<file path="src/rtl/fetch_ring_queue.sv">
// Purpose : circular-buffer instruction queue between the fetch unit and the decoder.
// Latency : a push at edge N is visible on out_data after edge N; no empty bypass.
// Backpres: in_ready drops only at full; a pop at full does not free a same-cycle push slot.
//
// Ports:
//   clk, reset            - rising-edge clock, asynchronous active-high reset
//   flush                 - discard all contents (priority over push/pop)
//   in_valid/in_ready     - producer handshake, in_data is the pushed entry
//   out_pop               - 0 none, 1 one entry, 2 two entries, 3 treated as none
//   out_valid/out_data    - oldest entry
//   out_valid_next/_data  - second-oldest entry (for two-entry decode)
//   count, almost_full    - occupancy and threshold flag
//   underflow_err         - sticky over-pop flag, cleared by err_clear (set wins)
module fetch_ring_queue #(
    parameter int DEPTH        = 8,
    parameter int WIDTH        = 32,
    parameter int AFULL_THRESH = 6
) (
    input  logic                         clk,
    input  logic                         reset,
    input  logic                         flush,
    input  logic                         in_valid,
    output logic                         in_ready,
    input  logic [WIDTH-1:0]             in_data,
    input  logic [1:0]                   out_pop,
    output logic                         out_valid,
    output logic [WIDTH-1:0]             out_data,
    output logic                         out_valid_next,
    output logic [WIDTH-1:0]             out_data_next,
    output logic [$clog2(DEPTH+1)-1:0]   count,
    output logic                         almost_full,
    output logic                         underflow_err,
    input  logic                         err_clear
);

    localparam int PW = $clog2(DEPTH);
    localparam int CW = $clog2(DEPTH+1);

    logic [WIDTH-1:0] r_mem [DEPTH];
    logic [PW-1:0]    r_wr_ptr;
    logic [PW-1:0]    r_rd_ptr;
    logic [CW-1:0]    r_count;
    logic             r_underflow_err;

    logic [1:0]       w_req;
    logic [CW-1:0]    w_pop_n;
    logic             w_over_pop;
    logic             w_in_ready;
    logic             w_push;
    logic [PW-1:0]    w_rd_ptr_nx;

    // Reserved encoding 3 behaves as no request.
    always_comb begin
        w_req = 2'd0;
        case (out_pop)
            2'd1:    w_req = 2'd1;
            2'd2:    w_req = 2'd2;
            default: w_req = 2'd0;
        endcase
    end

    // Pop is clamped to the pre-edge occupancy so the read pointer can never
    // overtake the write pointer; the excess only raises the error flag.
    always_comb begin
        w_pop_n = CW'(w_req);
        if (CW'(w_req) > r_count)
            w_pop_n = r_count;
    end

    assign w_over_pop  = ~flush & (CW'(w_req) > r_count);
    assign w_in_ready  = (r_count != CW'(DEPTH));
    assign w_push      = in_valid & w_in_ready & ~flush;
    assign w_rd_ptr_nx = r_rd_ptr + PW'(1);

    always_ff @(posedge clk or posedge reset) begin
        if (reset) begin
            r_wr_ptr        <= '0;
            r_rd_ptr        <= '0;
            r_count         <= '0;
            r_underflow_err <= 1'b0;
        end else begin
            if (flush) begin
                r_rd_ptr <= r_wr_ptr;
                r_count  <= '0;
            end else begin
                if (w_push)
                    r_wr_ptr <= r_wr_ptr + PW'(1);
                // Truncation to PW bits gives the modulo-DEPTH advance.
                r_rd_ptr <= r_rd_ptr + PW'(w_pop_n);
                r_count  <= r_count + CW'(w_push) - w_pop_n;
            end

            if (w_over_pop)
                r_underflow_err <= 1'b1;
            else if (err_clear)
                r_underflow_err <= 1'b0;
        end
    end

    // Storage is deliberately not reset.
    always_ff @(posedge clk) begin
        if (w_push)
            r_mem[r_wr_ptr] <= in_data;
    end

    assign in_ready       = w_in_ready;
    assign out_valid      = (r_count != '0);
    assign out_valid_next = (r_count >= CW'(2));
    assign out_data       = r_mem[r_rd_ptr];
    assign out_data_next  = r_mem[w_rd_ptr_nx];
    assign count          = r_count;
    assign almost_full    = (r_count >= CW'(AFULL_THRESH));
    assign underflow_err  = r_underflow_err;

endmodule
</file>
<file path="config.mk">
export PLATFORM = sky130hd
export DESIGN_NAME = fetch_ring_queue
export DESIGN_NICKNAME = d
export VERILOG_FILES = /design/src/rtl/fetch_ring_queue.sv
export SDC_FILE = /design/constraint.sdc
export NUM_CORES = 1
export LEC_CHECK = 0
export BUFFER_PORTS_ARGS = -buffer_cell sky130_fd_sc_hd__buf_4
export CAP_MARGIN = 20
export CORE_ASPECT_RATIO = 1.75
export CORE_MARGIN = 2
export CORE_UTILIZATION = 50
export CTS_CLUSTER_DIAMETER = 150
export DETAILED_ROUTE_END_ITERATION = 10
export MAX_ROUTING_LAYER = met4
export PLACE_DENSITY = 0.69
export SETUP_SLACK_MARGIN = 0.2
export SLEW_MARGIN = 20
export SYNTH_ARGS = -nofsm -noshare
export SYNTH_HDL_FRONTEND = slang
export SYNTH_SLANG_ARGS = --single-unit
</file>
<file path="constraint.sdc">
create_clock -name clk -period 7.7 [get_ports clk]
set_input_delay 0.385 -clock clk [delete_from_list [all_inputs] [get_ports clk]]
set_output_delay 0.385 -clock clk [all_outputs]
set_load 0.1 [all_outputs]
</file>
==> reports/metrics.csv, run 1 <==
stage;metric;value;unit
synth;yosys.cell_types.count;36;
synth;synthFlopType;sky130_fd_sc_hd__edfxtp_1;
placed_design;port-buffer-count;111;
setup_path;cp-end-kind;output pin;
setup_path;critical_path_class;register to output pin;
placed_design;place_congestion;0.7638;
clock_tree;clkTransAtPathRegs;0.07;ns
synth;postSynthRegisterBits;267;
global_route;largest_net_degree_at_the_start_of_global_routing;68;
global_route;grtUsageTotal;21.34;%
route;route.vias.total;6341;
setup_path;critPathLaunchType;register;
setup_path;worst_ep_required_time;7.32;ns
global_route;grt_overflow;0;
clock_tree;cts.path.max_buffers;3;
synth;avgSynthCellArea;21.72;µm²
setup_path;arrival;3.61;ns
finish;area_delta_synth_final;15.97;%
synth;yosysMostFrequentCell;sky130_fd_sc_hd__edfxtp_1;
route;drt_first_iter_violations;496;
route;routed_via_density;6.211;
synth;synth_top_cell_by_area;sky130_fd_sc_hd__edfxtp_1;
synth;synth_largest_type_area_fraction;61.45;%
timing;hold_viol_final;0;
die;die_w;123.6;µm
die;row_count;76;
route;antenna_left;0;
setup_path;crit_fanout;64;
clock_tree;post_cts_resized;0;
route;drt_first_pass_iters;5;
clock_tree;clock_insertion_delay_worst_skew;0.52;ns
clock_tree;max_h_tree_level;1;
synth;synth_edf_count;256;
route;finalWirelength;26.44;mm
placed_design;dpl_worst_slack;3.992;ns
finish;nNetsFinal;744;
worst_hold_path;min-delay-path-class;input pin to register;
job;drv_cap;0;
synth;ys_async_sr_fraction;4.120;%
die;initial_standard_cell_utilization_of_the_core;50.80;%
synth;synth_fp_nets;631;
route;detail_route.wl_per_cell;25.89;µm
synth;yosysSeqAreaShare;63.65;%
timing;timing.final.crit_share;51.91;%
synth;mappedNetlistArea;12510;µm²
synth;netlist_top_cells_count;sky130_fd_sc_hd__edfxtp_1, sky130_fd_sc_hd__mux4_2, sky130_fd_sc_hd__mux2_2;
finish;fraction_of_layout_cells_with_a_size_suffix_above_1;48.23;%
timing;postLayoutSetupSlackWorst;3.703;ns
clock_tree;clock-sinks;267;
synth;synth.area.top_cells;sky130_fd_sc_hd__edfxtp_1, sky130_fd_sc_hd__mux4_2, sky130_fd_sc_hd__mux2_2, sky130_fd_sc_hd__mux4_1, sky130_fd_sc_hd__dfrtp_1;
die;floorplan.io_pins;112;
global_route;grt_pass1_wl;40.20;mm
finish;fillerInstances;1753;
timing;setup_total_neg_slack;0;ns
clock_tree;cts-root-buf;sky130_fd_sc_hd__clkbuf_16;
clock_tree;tritoncts;built;
die;design.die.area;26350;µm²
route;route.detailed.drc;0;
clock_tree;cts_made_buffers;24;
synth;synthesis.yosys.warnings;0;
die;fp.dieH;213.3;µm
timing;fin_hold_ws;0.04980;ns
placed_design;dpl.hpwl;15.74;mm
run_status;run_status;finished clean;
timing;post_layout_min_period;3.997;ns
timing;fin_worst_skew;0.01011;ns
global_route;grt_pass1_vias;6925;
finish;area_of_all_placed_cells_without_fillers;14510;µm²
global_route;antenna_violations_before_repair;2;
timing;finalMaxSlewViolations;0;
timing;worstMarginPinSlew;1.006;ns
die;core-area;24630;µm²
timing;max_freq;250.2;MHz
timing;setup_viol;0;
synth;syn_inst;576;
timing;grt_setup_unrepaired;false;
timing;slew-limit-headroom;32.92;%
placed_design;placedInstanceArea;13660;µm²
[repair_timing]
action                    4_1_cts  5_1_grt
hold endpoints to repair       11        0
hold buffers                    1        0
setup buffers                   0        0
[routing by layer]
metal | part of all wire (%) | vias up | global-route usage [%] | wire (µm)
met5 | 0 | - | - | 0
met4 | 2.1 | 0 | 6.466 | 555
li1 | - | 2717 | - | -
met1 | 38 | 3419 | 25.73 | 10080
met3 | 4.6 | 39 | 3.018 | 1217
met2 | 55 | 166 | 37.14 | 14590
[registers in the layout, summed over array words and instances (netlist names)]
register and cells:
underflow_err 1, r_rd_ptr 3, r_wr_ptr 3, r_mem 256, count 4
[cell type report]
type / count / area, µm² / share of cell area, %
repair buffers: 125 / 960.9 / 6.623
clock inverters: 16 / 171.4 / 1.181
clock buffers: 28 / 636.9 / 4.389
multi-input cells: 261 / 4335 / 29.88
diodes: 2 / 5.005 / 0.03449
inverters: 10 / 37.54 / 0.2587
flip-flops and latches: 267 / 7971 / 54.94
well taps: 312 / 390.4 / 2.691
[path summary, 6_finish.rpt]
| kind | from | endpoint | slack, ns | cells after the start |
|---|---|---|---|---|
| worst max-delay path | r_rd_ptr[0] | out_data_next[20] | 3.70 | 5 |
| worst min-delay path | err_clear | underflow_err | 0.05 | 2 |
| worst max register to register | count[1] | count[3] | 4.41 | 10 |
| worst min register to register | underflow_err | underflow_err | 0.54 | 2 |
| max in group asynchronous | reset | r_rd_ptr[1] | 6.92 | 3 |
| min in group asynchronous | reset | count[1] | 0.43 | 3 |
[kinds of logic (layout without fill, tap and decap cells)]
kind of cell    count (synthesis)  count (layout)  synth area share (%)
flops                         267             267                 63.65
mux                           197             197                 30.04
buf+inv                        48             179                 2.340
simple gates                   31              31                 1.260
fa+ha+maj                      16              16                 1.720
compound gates                 12              12                0.6402
xor+xnor                        5               5                0.3501
other cells                     0               2                     0
[cell usage in the layout (no fill, tap or decap), types with 2 or more instances in the layout]
cell type and instances:
sky130_fd_sc_hd__edfxtp_1 256, sky130_fd_sc_hd__buf_4 123, sky130_fd_sc_hd__mux4_2 101, sky130_fd_sc_hd__mux2_2 66, sky130_fd_sc_hd__mux4_1 27, sky130_fd_sc_hd__clkbuf_16 25
sky130_fd_sc_hd__ha_1 13, sky130_fd_sc_hd__inv_1 10, sky130_fd_sc_hd__dfrtp_1 8, sky130_fd_sc_hd__nor2b_1 7, sky130_fd_sc_hd__nand2_1 7, sky130_fd_sc_hd__clkinv_4 5
sky130_fd_sc_hd__nor3_2 4, sky130_fd_sc_hd__clkinv_1 4, sky130_fd_sc_hd__nand2b_1 3, sky130_fd_sc_hd__xnor2_1 3, sky130_fd_sc_hd__nand3_1 3, sky130_fd_sc_hd__nor2_4 3
sky130_fd_sc_hd__bufinv_16 3, sky130_fd_sc_hd__clkinv_2 3, sky130_fd_sc_hd__clkbuf_1 3, sky130_fd_sc_hd__diode_2 2, sky130_fd_sc_hd__mux2i_1 2, sky130_fd_sc_hd__o21ai_0 2
sky130_fd_sc_hd__nor2_1 2, sky130_fd_sc_hd__a21oi_1 2, sky130_fd_sc_hd__fa_1 2, sky130_fd_sc_hd__dfrtp_4 2
[through the flow]
stage | instances | utilization [%]
after global placement | 973 | 55.46
final | 1021 | 58.91
after detailed placement | 973 | 55.46
after global routing | 1021 | 58.91
after floorplan | 576 | -
after CTS | 1018 | 58.78
[critical path, cell delays in order (launching register included)]
cell and delay [ns]:
sky130_fd_sc_hd__dfrtp_4 0.76, sky130_fd_sc_hd__buf_16 0.31, sky130_fd_sc_hd__buf_4 0.83, sky130_fd_sc_hd__mux4_2 0.60, sky130_fd_sc_hd__mux2_2 0.31, sky130_fd_sc_hd__buf_4 0.24
Power of run 1 is not shown: default switching activity piles up to over one toggle a cycle in this logic, so the estimate is an artifact.
==> run 2, diff against run 1 <==
--- a/config.mk
+++ b/config.mk
@@ -5,6 +5,7 @@
 export SDC_FILE = /design/constraint.sdc
 export NUM_CORES = 1
 export LEC_CHECK = 0
+export ABC_AREA = 1
 export BUFFER_PORTS_ARGS = -buffer_cell sky130_fd_sc_hd__buf_4
 export CAP_MARGIN = 20
 export CORE_ASPECT_RATIO = 1.75
==> constraint.sdc (replaced) <==
create_clock -name clk -period 4.11 [get_ports clk]
set_input_delay 0.2055 -clock clk [delete_from_list [all_inputs] [get_ports clk]]
set_output_delay 0.2055 -clock clk [all_outputs]
set_load 0.1 [all_outputs]
==> run 2 against run 1 <==
  * Critical path depth rose by 2
  * Global-route usage grew 3.9 points
  * Die area rose by 7.4%
  * Sequential share of layout area decreased by 4.0 points
  * Largest cell class unchanged
  * Clock-buffer cell count up 4
  * Sequential cell count stayed put
  * Highest routed layer unchanged
==> reports/metrics.csv, run 2 <==
stage;metric;value;unit
run_status;run_status;finished clean;
die;row_count;79;
placed_design;place_congestion;0.8253;
route;detail_route.wl_per_cell;18.65;µm
synth;postSynthRegisterBits;267;
clock_tree;post-cts-setup-buffer-count;0;
setup_path;path_buf_inv;3;
synth;synth_fp_nets;1486;
synth;synth_edf_count;256;
global_route;grt_overflow;0;
synth;mappedNetlistArea;13460;µm²
job;drv_cap;0;
setup_path;r2r_start;count[2];
synth;synth.area.top_cells;sky130_fd_sc_hd__edfxtp_1, sky130_fd_sc_hd__nand2_1, sky130_fd_sc_hd__o21ai_0, sky130_fd_sc_hd__inv_1, sky130_fd_sc_hd__nor2_1;
setup_path;crit_chain;buf_4 -> buf_4 -> o21ai_0 -> o22ai_1 -> nand2_1 -> nand2_1 -> buf_4;
synth;synthFlopType;sky130_fd_sc_hd__edfxtp_1;
clock_tree;cts.path.max_buffers;3;
timing;grt_setup_unrepaired;false;
clock_tree;clock-sinks;267;
timing;setup_viol;0;
synth;synthMuxAreaShare;0;%
synth;synthesis.yosys.warnings;0;
finish;largest-register;r_mem;
route;route.detailed.drc;0;
finish;nNetsFinal;1590;
route;routed_via_density;5.779;
timing;timing.final.crit_share;83.00;%
worst_hold_path;min_delay_path_depth;4;
die;die_w;128.0;µm
setup_path;critPathMaxStageDelay;0.72;ns
route;route.layer.met1.wl;12.87;mm
setup_path;timing.reg2reg.worst_path_depth;13;
setup_path;critPathLaunchType;register;
finish;most-common-layout-cells;sky130_fd_sc_hd__nand2_1, sky130_fd_sc_hd__edfxtp_1, sky130_fd_sc_hd__o21ai_0;
worst_hold_path;holdPathEnd;r_wr_ptr[0];
global_route;grt_pass1_vias;10699;
synth;avgSynthCellArea;9.403;µm²
finish;fraction_of_layout_cells_with_a_size_suffix_above_1;14.55;%
route;dr.max_layer_used;met4;
timing;hold_viol_final;0;
global_route;antenna_violations_before_repair;0;
die;design.die.area;28290;µm²
finish;number_of_flip_flops_in_the_largest_register;256;
route;drt_first_pass_iters;6;
synth;yosysSeqAreaShare;59.18;%
synth;synth_top_cell_by_area;sky130_fd_sc_hd__edfxtp_1;
global_route;grtUsageTotal;25.28;%
synth;synth_largest_type_area_fraction;57.13;%
worst_hold_path;holdCritStartpoint;in_valid;
setup_path;critical_path_class;register to output pin;
synth;synth_area_in_compound_gates;18.78;%
placed_design;port-buffer-count;111;
finish;most_frequent_standard_cell_in_the_layout_excluding_fill_and_tap_cells;sky130_fd_sc_hd__nand2_1;
timing;worstMarginPinSlew;0.9264;ns
synth;ys_async_sr_fraction;4.120;%
clock_tree;max_h_tree_level;1;
synth;netlist_top_cells_count;sky130_fd_sc_hd__nand2_1, sky130_fd_sc_hd__edfxtp_1, sky130_fd_sc_hd__o21ai_0;
clock_tree;tritoncts;built;
global_route;grt_pass1_wl;54.73;mm
synth;yosys.cell_types.count;22;
placed_design;dpl.hpwl;20.62;mm
timing;finalMaxSlewViolations;0;
die;floorplan.io_pins;112;
clock_tree;cts_made_buffers;25;
synth;synth_simple_gate_area_share;12.24;%
timing;post_layout_min_period;3.411;ns
route;drt_first_iter_violations;1142;
setup_path;critical-path-top-delay-family;buffers and inverters;
finish;area_delta_synth_final;16.37;%
setup_path;critical-path-slowest-cell;sky130_fd_sc_hd__buf_4;
die;core-area;26490;µm²
finish;n_antenna_cell;0;
setup_path;timing.reg2reg.setup_slack;1.32;ns
timing;slew-limit-headroom;38.24;%
clock_tree;clock_insertion_delay_worst_skew;0.54;ns
route;antenna_left;0;
route;met3_wirelength_from_detailed_routing;1.982;mm
finish;fillerInstances;2233;
route;wl_met2;18.64;mm
synth;yosysMostFrequentCell;sky130_fd_sc_hd__nand2_1;
setup_path;worst_ep_required_time;3.90;ns
setup_path;cp_common_cell;sky130_fd_sc_hd__buf_4;
synth;synth_top_family_by_area;compound AO/OA/AOI/OAI gates;
setup_path;cp-end-kind;output pin;
timing;setup_total_neg_slack;0;ns
timing;fin_worst_skew;0.008967;ns
clock_tree;postCtsHoldBufs;36;
die;initial_standard_cell_utilization_of_the_core;50.79;%
die;fp.dieH;221.0;µm
clock_tree;cts-root-buf;sky130_fd_sc_hd__clkbuf_16;
synth;adder_cell_share_of_the_synthesized_area;1.599;%
setup_path;crit-reg2reg-capture;count[2];
synth;syn_inst;1431;
route;finalWirelength;35.00;mm
timing;max_freq;293.2;MHz
worst_hold_path;min-delay-path-class;input pin to register;
clock_tree;clkTransAtPathRegs;0.06;ns
setup_path;crit_fanout;84;
route;route.vias.total;10847;
clock_tree;post_cts_resized;0;
global_route;largest_net_degree_at_the_start_of_global_routing;102;
setup_path;arrival;3.21;ns
synth;xor_xnor_portion_of_the_synthesized_cell_area;0.1209;%
[run 2: cell count changes in the layout (fill, tap and decap cells not counted), moves of 35 or more]
cell and change:
sky130_fd_sc_hd__inv_1 +138, sky130_fd_sc_hd__nand2_1 +276, sky130_fd_sc_hd__a21oi_2 +37, sky130_fd_sc_hd__o22ai_1 +64, sky130_fd_sc_hd__mux4_2 -101, sky130_fd_sc_hd__a21oi_1 +95
sky130_fd_sc_hd__o21ai_0 +176, sky130_fd_sc_hd__dlygate4sd3_1 +35, sky130_fd_sc_hd__nor2_1 +133, sky130_fd_sc_hd__mux2_2 -66, sky130_fd_sc_hd__o21ai_1 +83
[run 2: worst max path at each step]
stage | cells after the start | slack (ns) | to | start
3_3_place_gp | 7 | 1.32 | out_data[6] | r_rd_ptr[0]
3_5_place_dp | 7 | 1.30 | out_data[3] | r_rd_ptr[0]
4_1_cts | 7 | 0.73 | out_data[3] | r_rd_ptr[0]
6_report | 7 | 0.70 | out_data[4] | r_rd_ptr[0]
5_1_grt | 7 | 0.50 | out_data[2] | r_rd_ptr[0]
2_1_floorplan | 7 | 0.12 | r_mem[0][0] | count[2]
[run 2: per-layer routing]
metal	vias to the layer above	GRT usage, %
li1	5092	-
met1	5207	28.29
met2	436	44.73
met3	112	2.684
met4	0	11.91
met5	-	-
[run 2: area by class of cell]
cell class,count,area (µm²),share of cell area (%)
inverters,155,586.8,3.748
multi-input cells,913,4479,28.61
clock buffers,32,651.9,4.163
well taps,324,405.4,2.589
clock inverters,13,113.9,0.7272
flip-flops and latches,267,7969,50.90
repair buffers,173,1451,9.270
[run 2: cells by family (layout without fill, tap and decap cells)]
family          Yosys count  count (layout)
buf+inv                 251             373
compound gates          461             461
flops                   267             267
xor+xnor                  1               1
fa+ha+maj                16              16
simple gates            435             435
[run 2: stage by stage]
stage | instance area (µm²) | worst slack [ns] | utilization [%] | instances | hold WS [ns]
6_report | 15660 | 0.6989 | 59.11 | 1877 | 0.08053
4_1_cts | 15660 | 0.7252 | 59.11 | 1877 | 0.06827
3_5_place_dp | 14530 | 1.302 | 54.86 | 1796 | 0.2443
5_1_grt | 15660 | 0.5044 | 59.11 | 1877 | 0.1072
3_3_place_gp | 14530 | 1.322 | 54.86 | 1796 | 0.2388
2_1_floorplan | 13480 | 0.1166 | - | 1431 | 0.05794
[run 2: worst register-to-register path, stage by stage (launching register included)]
cell and delay (ns):
sky130_fd_sc_hd__dfrtp_1 0.45, sky130_fd_sc_hd__inv_1 0.13, sky130_fd_sc_hd__ha_1 0.17, sky130_fd_sc_hd__inv_1 0.05, sky130_fd_sc_hd__a21oi_1 0.21, sky130_fd_sc_hd__nand2_1 0.21
sky130_fd_sc_hd__nor2_1 0.15, sky130_fd_sc_hd__a21oi_1 0.08, sky130_fd_sc_hd__ha_1 0.29, sky130_fd_sc_hd__inv_1 0.04, sky130_fd_sc_hd__ha_1 0.21, sky130_fd_sc_hd__fa_1 0.44
sky130_fd_sc_hd__o21ai_0 0.17, sky130_fd_sc_hd__a21oi_1 0.06
Power of run 2 is left out for the same reason.
